`config.mk`:
```
export PLATFORM = sky130hd
export DESIGN_NAME = hazard_control_unit_flat
export DESIGN_NICKNAME = d
export VERILOG_FILES = /design/src/rtl/hazard_control_unit_if.sv /design/src/rtl/hazard_control_unit.sv /design/src/flat_wrapper.sv
export SDC_FILE = /design/constraint.sdc
export NUM_CORES = 1
export LEC_CHECK = 0
export ABC_CLOCK_PERIOD_IN_PS = 4100
export BUFFER_PORTS_ARGS = -buffer_cell sky130_fd_sc_hd__buf_2
export CORE_MARGIN = 2
export CORE_UTILIZATION = 50
export DETAILED_ROUTE_END_ITERATION = 10
export PLACE_DENSITY = 0.79
export SYNTH_ARGS = -nofsm -noshare
export SYNTH_HDL_FRONTEND = slang
export SYNTH_SLANG_ARGS = --single-unit
```
`constraint.sdc`:
```
create_clock -name i_clk -period 4.1 [get_ports i_clk]
set_input_delay 0 -clock i_clk [delete_from_list [all_inputs] [get_ports i_clk]]
set_output_delay 0 -clock i_clk [all_outputs]
set_load 0.01 [all_outputs]
```
`src/rtl/hazard_control_unit_if.sv`:
```
// Pipeline-side signal bundle for the hazard control unit: register/hazard
// inputs from the pipeline and the stall/flush/freeze controls back to it.
interface hazard_control_unit_if #(
    parameter int CNT_W = 16
);
    logic [4:0]       i_rs1_IFID;
    logic [4:0]       i_rs2_IFID;
    logic [4:0]       i_rd_IDEX;
    logic             i_clu_MemRead_IDEX;
    logic             i_branch_taken_EX;
    logic             i_dmem_busy;
    logic             o_pc_write;
    logic             o_IFID_write;
    logic             o_IDEX_bubble;
    logic             o_flush_IFID;
    logic             o_flush_IDEX;
    logic             o_pipe_freeze;
    logic [1:0]       o_state;
    logic [CNT_W-1:0] o_stall_count;
    logic [CNT_W-1:0] o_flush_count;

    modport master (
        output i_rs1_IFID, i_rs2_IFID, i_rd_IDEX,
        output i_clu_MemRead_IDEX, i_branch_taken_EX, i_dmem_busy,
        input  o_pc_write, o_IFID_write, o_IDEX_bubble,
        input  o_flush_IFID, o_flush_IDEX, o_pipe_freeze,
        input  o_state, o_stall_count, o_flush_count
    );

    modport slave (
        input  i_rs1_IFID, i_rs2_IFID, i_rd_IDEX,
        input  i_clu_MemRead_IDEX, i_branch_taken_EX, i_dmem_busy,
        output o_pc_write, o_IFID_write, o_IDEX_bubble,
        output o_flush_IFID, o_flush_IDEX, o_pipe_freeze,
        output o_state, o_stall_count, o_flush_count
    );
endinterface

```
`src/rtl/hazard_control_unit.sv`:
```
// Pipeline hazard controller: load-use stalls, taken-branch flushes and
// whole-pipeline freeze while data memory is busy, with event counters.
module hazard_control_unit #(
    parameter int FLUSH_CYCLES = 1,
    parameter int CNT_W        = 16
) (
    input  logic                  i_clk,
    input  logic                  i_rst,
    hazard_control_unit_if.slave  hcu
);
    typedef enum logic [1:0] {
        RUN    = 2'b00,
        FLUSH  = 2'b01,
        FREEZE = 2'b10
    } state_t;

    localparam logic [1:0] RELOAD = 2'(FLUSH_CYCLES - 1);

    state_t     state, ret_state, next_state, next_ret, eff_state;
    logic [1:0] flush_left, next_left;
    logic       pending, next_pending;
    logic       stall_inc, flush_inc;
    logic       load_use, releasing, branch_eff;

    assign load_use = hcu.i_clu_MemRead_IDEX && (hcu.i_rd_IDEX != 5'd0) &&
                      ((hcu.i_rd_IDEX == hcu.i_rs1_IFID) ||
                       (hcu.i_rd_IDEX == hcu.i_rs2_IFID));

    // On the first non-busy FREEZE cycle the saved state's rules apply, and a
    // branch that arrived during the freeze is replayed as if it were live.
    assign releasing  = (state == FREEZE) && !hcu.i_dmem_busy;
    assign eff_state  = releasing ? ret_state : state;
    assign branch_eff = hcu.i_branch_taken_EX || (releasing && pending);

    always_comb begin
        hcu.o_pc_write    = 1'b1;
        hcu.o_IFID_write  = 1'b1;
        hcu.o_IDEX_bubble = 1'b0;
        hcu.o_flush_IFID  = 1'b0;
        hcu.o_flush_IDEX  = 1'b0;
        hcu.o_pipe_freeze = 1'b0;
        next_state        = state;
        next_ret          = ret_state;
        next_left         = flush_left;
        next_pending      = releasing ? 1'b0 : pending;
        stall_inc         = 1'b0;
        flush_inc         = 1'b0;

        if (!(state inside {RUN, FLUSH, FREEZE})) begin
            next_state   = RUN;
            next_ret     = RUN;
            next_left    = 2'd0;
            next_pending = 1'b0;
        end else if (hcu.i_dmem_busy) begin
            hcu.o_pc_write    = 1'b0;
            hcu.o_IFID_write  = 1'b0;
            hcu.o_pipe_freeze = 1'b1;
            next_state        = FREEZE;
            if (state != FREEZE)
                next_ret = state;
            if (hcu.i_branch_taken_EX)
                next_pending = 1'b1;
        end else if (eff_state == FLUSH) begin
            hcu.o_flush_IFID = 1'b1;
            hcu.o_flush_IDEX = 1'b1;
            if (branch_eff && RELOAD != 2'd0) begin
                next_left  = RELOAD;
                next_state = FLUSH;
            end else if (branch_eff || flush_left <= 2'd1) begin
                next_left  = 2'd0;
                next_state = RUN;
            end else begin
                next_left  = flush_left - 2'd1;
                next_state = FLUSH;
            end
        end else begin
            next_state = RUN;
            if (branch_eff) begin
                hcu.o_flush_IFID = 1'b1;
                hcu.o_flush_IDEX = 1'b1;
                flush_inc        = 1'b1;
                if (RELOAD != 2'd0) begin
                    next_state = FLUSH;
                    next_left  = RELOAD;
                end
            end else if (load_use) begin
                hcu.o_pc_write    = 1'b0;
                hcu.o_IFID_write  = 1'b0;
                hcu.o_IDEX_bubble = 1'b1;
                stall_inc         = 1'b1;
            end
        end
    end

    assign hcu.o_state = state;

    // Counters saturate at all-ones instead of wrapping.
    always_ff @(posedge i_clk or posedge i_rst) begin
        if (i_rst) begin
            state             <= RUN;
            ret_state         <= RUN;
            flush_left        <= 2'd0;
            pending           <= 1'b0;
            hcu.o_stall_count <= '0;
            hcu.o_flush_count <= '0;
        end else begin
            state      <= next_state;
            ret_state  <= next_ret;
            flush_left <= next_left;
            pending    <= next_pending;
            if (stall_inc && hcu.o_stall_count != '1)
                hcu.o_stall_count <= hcu.o_stall_count + CNT_W'(1);
            if (flush_inc && hcu.o_flush_count != '1)
                hcu.o_flush_count <= hcu.o_flush_count + CNT_W'(1);
        end
    end
endmodule

```
`src/flat_wrapper.sv`:
```
// flat-port wrapper written by rule: the top's interface ports become plain ports
module hazard_control_unit_flat 
#(
    parameter int FLUSH_CYCLES = 1,
    parameter int CNT_W        = 16
)
  (i_clk, i_rst, hcu_i_rs1_IFID, hcu_i_rs2_IFID, hcu_i_rd_IDEX, hcu_i_clu_MemRead_IDEX, hcu_i_branch_taken_EX, hcu_i_dmem_busy, hcu_o_pc_write, hcu_o_IFID_write, hcu_o_IDEX_bubble, hcu_o_flush_IFID, hcu_o_flush_IDEX, hcu_o_pipe_freeze, hcu_o_state, hcu_o_stall_count, hcu_o_flush_count);
  hazard_control_unit_if #(.CNT_W(CNT_W)) hcu_i ();
  input  logic i_clk;
  input  logic i_rst;
  input wire logic [$bits(hcu_i.i_rs1_IFID)-1:0] hcu_i_rs1_IFID;
  input wire logic [$bits(hcu_i.i_rs2_IFID)-1:0] hcu_i_rs2_IFID;
  input wire logic [$bits(hcu_i.i_rd_IDEX)-1:0] hcu_i_rd_IDEX;
  input wire logic [$bits(hcu_i.i_clu_MemRead_IDEX)-1:0] hcu_i_clu_MemRead_IDEX;
  input wire logic [$bits(hcu_i.i_branch_taken_EX)-1:0] hcu_i_branch_taken_EX;
  input wire logic [$bits(hcu_i.i_dmem_busy)-1:0] hcu_i_dmem_busy;
  output wire logic [$bits(hcu_i.o_pc_write)-1:0] hcu_o_pc_write;
  output wire logic [$bits(hcu_i.o_IFID_write)-1:0] hcu_o_IFID_write;
  output wire logic [$bits(hcu_i.o_IDEX_bubble)-1:0] hcu_o_IDEX_bubble;
  output wire logic [$bits(hcu_i.o_flush_IFID)-1:0] hcu_o_flush_IFID;
  output wire logic [$bits(hcu_i.o_flush_IDEX)-1:0] hcu_o_flush_IDEX;
  output wire logic [$bits(hcu_i.o_pipe_freeze)-1:0] hcu_o_pipe_freeze;
  output wire logic [$bits(hcu_i.o_state)-1:0] hcu_o_state;
  output wire logic [$bits(hcu_i.o_stall_count)-1:0] hcu_o_stall_count;
  output wire logic [$bits(hcu_i.o_flush_count)-1:0] hcu_o_flush_count;
  assign hcu_i.i_rs1_IFID = hcu_i_rs1_IFID;
  assign hcu_i.i_rs2_IFID = hcu_i_rs2_IFID;
  assign hcu_i.i_rd_IDEX = hcu_i_rd_IDEX;
  assign hcu_i.i_clu_MemRead_IDEX = hcu_i_clu_MemRead_IDEX;
  assign hcu_i.i_branch_taken_EX = hcu_i_branch_taken_EX;
  assign hcu_i.i_dmem_busy = hcu_i_dmem_busy;
  assign hcu_o_pc_write = hcu_i.o_pc_write;
  assign hcu_o_IFID_write = hcu_i.o_IFID_write;
  assign hcu_o_IDEX_bubble = hcu_i.o_IDEX_bubble;
  assign hcu_o_flush_IFID = hcu_i.o_flush_IFID;
  assign hcu_o_flush_IDEX = hcu_i.o_flush_IDEX;
  assign hcu_o_pipe_freeze = hcu_i.o_pipe_freeze;
  assign hcu_o_state = hcu_i.o_state;
  assign hcu_o_stall_count = hcu_i.o_stall_count;
  assign hcu_o_flush_count = hcu_i.o_flush_count;
  hazard_control_unit #(.FLUSH_CYCLES(FLUSH_CYCLES), .CNT_W(CNT_W)) u_core (.i_clk(i_clk), .i_rst(i_rst), .hcu(hcu_i));
endmodule
```
==> results_dict.tcl, run 1 <==
set metrics [dict create \
    final.setup.tns_ns 0 \
    yosysTopAreaCellShare 0.4791 \
    drt_iter0_drc 75 \
    die_w_um 67.83 \
    ir_worst_vdd_uv 162.4 \
    crit_arrival_ns 2.61 \
    clock_latency_ns 0.29 \
    fin_crit_ns 2.403 \
    tightest_slew_ns 0.5905 \
    start_util 0.5129 \
    path_class "reg -> reg" \
    final_max_slew_viol_count 0 \
    synth_compound_area_frac 0.06081 \
    worstHoldPathType "in -> reg" \
    die_height_um 67.83 \
    vias 1609 \
    status "complete, no violations" \
    drc 0 \
    synth_top_family_by_area "simple AND/OR/NAND/NOR gates" \
    placementRows 23 \
    viasPerCell 5.224 \
    area_growth_pct 21.38 \
    synth_fp_nets 218 \
    fmax_mhz 416.1 \
    placed_area_mm2 0.002359 \
    mostFrequentLayoutCell "buf_2" \
    synth_warnings 0 \
    num_antenna_cells 0 \
    firstDrtPassIters 4 \
    yosys.area_share.simple 0.2230 \
    io_pins 60 \
    period_share 0.5862 \
    grt_max_degree 40 \
    core_mm2 0.003971 \
    synth_fa_ha_area_frac 0.01843 \
    cellLeakagePower_nw 1.260 \
    cts-root-buf "clkbuf_8" \
    finalSetupViolations 0 \
    synthXorXnorAreaFrac 0.1677 \
    cp_max_fo 15 \
    reg2regPathDepth 7 \
    fin_util 0.6226 \
    synth-seq-cells 39 \
    synth_top_area_cell "dfrtp_1" \
    antenna_found_initial 0 \
    htree_levels 2 \
    fin_area_mm2 0.002472 \
    cts_made_buffers 5 \
    ys_types 38 \
    fin_nets 280 \
    netlist_instances 195 \
    crit_path_end_kind "register" \
    fin_skew_ns 0.008633 \
    grt.overflow.total 0 \
    dp_hpwl_um 3097 \
    cap_violations 0 \
    grt_pass1_vias 1479 \
    wire_per_inst_um 13.21 \
    hold_violations 0 \
    crit_path_start_kind "register" \
    grt.total_usage 0.1874 \
    layout_common_cells "59 x buf_2, 39 x dfrtp_1, 26 x xnor2_1" \
    cts_setup_buffers 0 \
    yosysSeqAreaShare 0.4791 \
    cts.repair.resized 0 \
    drive_above_1_share 0.2984 \
    ant_nets 0 \
    fillers 338 \
    max-slew-margin-rel 0.6052 \
    drt-total-wl_um 4069 \
    portBuffers 59 \
    r2r_slack_ns 1.70 \
    rsz0062_at_grt "no" \
    syn_area_mm2 0.002037 \
    power_density_mw_per_mm2 376.1 \
    min_path_cells 3 \
    gp_congestion 0.7951 \
    netlist_top_cells_area "dfrtp_1 48%, xnor2_1 11%, xor2_1 5.6%" \
    crit_required_ns 4.31 \
    syn_area_per_cell_um2 10.45 \
    cts_hold_buf 1 \
    die_area_mm2 0.004600 \
    clock-sinks 39 \
    cts_tree "yes" \
    clockBufferDepth 2 \
    clkTransAtPathRegs_ns 0.08 \
    grt_pass1_wl_um 6472 \
    synthMuxAreaShare 0.01658 \
]
## synthesized netlist by cell type
cell type  count
nor3b_1        1
dfrtp_1       39
nor2_1         8
nand2_2        1
and4bb_2       1
a22o_1         1
nor4_1         3
or2b_1         2
a41oi_1        1
inv_1          7
buf_4          3
nor3_1        10
or4_1          1
xor2_1        13
nor2b_1        4
o211a_1        1
nand2_1       13
or3_4          1
and3_1         7
o22ai_1        1
or2_1          1
a21oi_1        7
or3_1          1
and2_1         2
a31oi_4        1
o21ai_0        3
buf_2          2
nand3_1       14
mux2_2         3
and4_1         4
nand4_1        5
xnor2_1       26
nand2b_1       1
ha_1           3
buf_6          1
nor3_2         1
o221a_2        1
a211oi_1       1
## worst max-delay path, stage by stage, from the launching register on
cell     delay (ns)
dfrtp_1        0.42
ha_1           0.23
and3_1         0.19
nor2b_1        0.12
a41oi_1        0.24
nand3_1        0.46
nor4_1         0.48
xor2_1         0.18
## cell families after synthesis
group           count (synthesis)
simple gates                   81
xor+xnor                       39
flops                          39
compound gates                 17
buf+inv                        13
mux                             3
fa+ha+maj                       3
## per-stage QoR
stage                     cells  total power, W  hold slack (ns)  setup slack [ns]
after floorplan             195       0.0005766           0.1817             2.046
after global placement      299       0.0006439           0.1355             1.813
after detailed placement    299       0.0006544           0.1441             1.710
after CTS                   308       0.0009390          0.05132             1.696
after global routing        308       0.0009818          0.08346             1.561
final                       308       0.0009298          0.05201             1.697
## state kept, by name (all words and copies together), names as in the netlist
name and flops:
u_core.pending 1, u_core.hcu.o_state 2, u_core.hcu.o_flush_count 16, u_core.ret_state 2, u_core.hcu.o_stall_count 16, u_core.flush_left 2
## cell type report
cell class,count,area [um2],share of cell area
Sequential cell,39,975.9,0.3947
Multi-Input combinational cell,143,991.0,0.4008
Timing Repair Buffer,61,312.8,0.1265
Clock buffer,7,96.34,0.03897
Tap cell,50,62.56,0.02530
Clock inverter,1,7.507,0.003036
Inverter,7,26.28,0.01063
## report_power, final
part,internal (W),switching (W),leakage (nW)
Clock,0.000153,0.000132,0.0505
Sequential,0.000423,0.0000501,0.514
Combinational,0.0000845,0.0000875,0.696
Total,0.000660,0.000270,1.26
## worst paths after layout
| path | start | endpoint |
|---|---|---|
| hold / removal | hcu_i_branch_taken_EX | u_core.pending |
| min in group asynchronous | i_rst | u_core.hcu.o_stall_count[5] |
| setup reg to reg | u_core.hcu.o_stall_count[0] | u_core.hcu.o_stall_count[13] |
| setup / recovery | u_core.hcu.o_stall_count[0] | u_core.hcu.o_stall_count[13] |
| hold reg to reg | u_core.hcu.o_flush_count[10] | u_core.hcu.o_flush_count[10] |
| max in group asynchronous | i_rst | u_core.hcu.o_state[0] |
## metal layers
metal	vias up	share of wire	global-route usage
li1	800	-	-
met1	754	0.45	0.2326
met2	49	0.49	0.3174
met3	6	0.054	0.05263
met4	0	0.013	0.05750
met5	-	0	0
Note: power is estimated with default switching activity, not from simulation.
==> inputs of run 2 (changes only) <==
--- a/config.mk
+++ b/config.mk
@@ -5,12 +5,12 @@
 export SDC_FILE = /design/constraint.sdc
 export NUM_CORES = 1
 export LEC_CHECK = 0
-export ABC_CLOCK_PERIOD_IN_PS = 4100
+export ABC_CLOCK_PERIOD_IN_PS = 2000
 export BUFFER_PORTS_ARGS = -buffer_cell sky130_fd_sc_hd__buf_2
 export CORE_MARGIN = 2
-export CORE_UTILIZATION = 50
+export CORE_UTILIZATION = 46
 export DETAILED_ROUTE_END_ITERATION = 10
-export PLACE_DENSITY = 0.79
+export PLACE_DENSITY = 0.76
 export SYNTH_ARGS = -nofsm -noshare
 export SYNTH_HDL_FRONTEND = slang
 export SYNTH_SLANG_ARGS = --single-unit
==> constraint.sdc (replaced) <==
create_clock -name i_clk -period 2 [get_ports i_clk]
set_input_delay 0 -clock i_clk [delete_from_list [all_inputs] [get_ports i_clk]]
set_output_delay 0 -clock i_clk [all_outputs]
set_load 0.01 [all_outputs]
==> run 2 against run 1 <==
Net effect:
- global-route usage decreased by 0.47 points
- via count is 6.3% higher
- power rose by 100%
- fmax rose by 23%
- clock skew fell by 0.0029 ns
- flip-flop and latch count did not move
- clock power rose by 79%
- combinational power rose by 140%
- largest cell class unchanged
==> results_dict.tcl, run 2 (synthesis gave the netlist of run 1 again) <==
set metrics [dict create \
    core_mm2 0.004324 \
    clock_latency_ns 0.29 \
    cts_made_buffers 5 \
    area_growth_pct 30.04 \
    wire_per_inst_um 13.58 \
    crit_chain "ha_1 > and3_1 > nor2b_1 > a41oi_2 > nand3_2 > buf_4 > nor3_2 > xor2_1" \
    combPwrFrac 0.217 \
    io_pins 60 \
    fin_util 0.6126 \
    hold_violations 0 \
    cts_tree "yes" \
    crit_required_ns 2.21 \
    portBuffers 59 \
    grt_max_degree 40 \
    drive_above_1_share 0.3723 \
    die_area_mm2 0.004977 \
    power_density_mw_per_mm2 709.3 \
    firstDrtPassIters 4 \
    setup_ws_ns 0.04300 \
    hold_ws_ns 0.06690 \
    switchingPower_w 0.0005582 \
    grt_pass1_vias 1701 \
    viasPerCell 5.248 \
    clkTransAtPathRegs_ns 0.07 \
    htree_levels 2 \
    ant_nets 0 \
    vias 1711 \
    finalSetupViolations 0 \
    max-slew-margin-rel 0.6738 \
    tightest_slew_ns 0.4893 \
    num_antenna_cells 0 \
    grt.overflow.total 0 \
    fin_skew_ns 0.005692 \
    worstHoldPathType "in -> reg" \
    clockBufferDepth 2 \
    path_buf_inv 1 \
    grt_pass1_wl_um 7334 \
    die_height_um 70.55 \
    path_class "reg -> reg" \
    fmax_mhz 511.0 \
    ir_worst_vdd_uv 314.3 \
    crit_path_end_kind "register" \
    top_regs "u_core.hcu.o_flush_count (16), u_core.hcu.o_stall_count (16)" \
    mostFrequentLayoutCell "buf_2" \
    clock-sinks 39 \
    crit_arrival_ns 2.17 \
    placementRows 24 \
    slowest_delay_ns 0.39 \
    final_max_slew_viol_count 0 \
    layout_common_cells "59 x buf_2, 39 x dfrtp_1, 26 x xnor2_1" \
    internal-power_w 0.001321 \
    swShare 0.2971 \
    gp_congestion 0.7921 \
    clkPwrFrac 0.272 \
    p_total_w 0.001879 \
    cellLeakagePower_nw 1.364 \
    start_util 0.4711 \
    period_share 0.9785 \
    antenna_found_initial 0 \
    seq_power_share 0.511 \
    drc 0 \
    drt_iter0_drc 88 \
    crit_path_start_kind "register" \
    cts-root-buf "clkbuf_8" \
    status "complete, no violations" \
    r2r_slack_ns 0.04 \
    grt.total_usage 0.1827 \
    critPathSlowestCell "dfrtp_1" \
    fin_nets 296 \
    die_w_um 70.55 \
    fin_crit_ns 1.957 \
    dp_hpwl_um 3176 \
    cap_violations 0 \
    cp_max_fo 7 \
    post-place-ws_ns -0.08915 \
    drt-total-wl_um 4427 \
    cp_top_family "simple AND/OR/NAND/NOR gates" \
]
==> run 2: changes by cell type in the layout (fill, tap and decap cells not counted), moves of 2 or more <==
cell | previous run | this run
and3_4 | 0 | 2
clkbuf_8 | 7 | 5
nor3_1 | 10 | 3
nor3_2 | 1 | 5
and3_1 | 7 | 5
clkbuf_1 | 0 | 2
nor3_4 | 0 | 3
buf_4 | 1 | 17
==> run 2: power by group through the flow <==
| stage | registers (W) | logic [W] | clock network, W |
|---|---|---|---|
| 2_1_floorplan | 0.00100 | 0.000185 | 0 |
| 3_3_place_gp | 0.000967 | 0.000396 | 0 |
| 3_5_place_dp | 0.000971 | 0.000406 | 0 |
| 4_1_cts | 0.000958 | 0.000408 | 0.000521 |
| 5_1_grt | 0.000975 | 0.000455 | 0.000554 |
| 6_report | 0.000960 | 0.000408 | 0.000511 |
==> run 2: routing by layer <==
layer | GRT usage | part of all wire | vias up
met2 | 0.3145 | 0.50 | 50
met4 | 0.06499 | 0.014 | 0
met5 | 0 | 0 | -
li1 | - | - | 834
met1 | 0.2213 | 0.43 | 820
met3 | 0.04986 | 0.052 | 7
==> run 2: layout make-up <==
| cell class | count | area (um2) |
|---|---|---|
| inverter | 7 | 26.28 |
| fill | 376 | 1675 |
| multi-input combinational | 143 | 1067 |
| clock inverter | 1 | 5.005 |
| tap | 52 | 65.06 |
| sequential | 39 | 975.9 |
| clock buffer | 7 | 76.32 |
| timing repair buffer | 77 | 432.9 |
==> run 2: repair_timing <==
action                                  CTS  global route
endpoints found under the setup margin   10            14
hold endpoints to repair                 39             0
pin swaps                                 0             3
hold buffers                              1             0
gates resized for setup                   3            10
buffers inserted                          0             2
gates cloned                              0             0
==> run 2: path summary, 6_finish.rpt <==
kind                                             start                           end  cells past startpoint
min                              hcu_i_branch_taken_EX                u_core.pending                      3
min in group asynchronous                        i_rst   u_core.hcu.o_stall_count[7]                      4
max reg2reg                u_core.hcu.o_stall_count[0]  u_core.hcu.o_stall_count[15]                      8
max in group asynchronous                        i_rst   u_core.hcu.o_flush_count[6]                      4
max                        u_core.hcu.o_stall_count[0]  u_core.hcu.o_stall_count[15]                      8
min reg2reg                u_core.hcu.o_flush_count[5]   u_core.hcu.o_flush_count[5]                      1
==> run 2: worst register-to-register path: stages, from the launching register on <==
cell     delay, ns
dfrtp_1       0.39
ha_1          0.22
and3_1        0.20
nor2b_1       0.14
a41oi_2       0.18
nand3_2       0.16
buf_4         0.21
nor3_2        0.19
xor2_1        0.18
==> run 2: metrics by stage <==
step	setup TNS, ns	cells	instance area, um2
CTS	0	324	2580
detailed placement	-0.4330	315	2471
global route	-0.1344	326	2649
global placement	0	315	2471
floorplan	-0.04834	195	2051
finish	0	326	2649
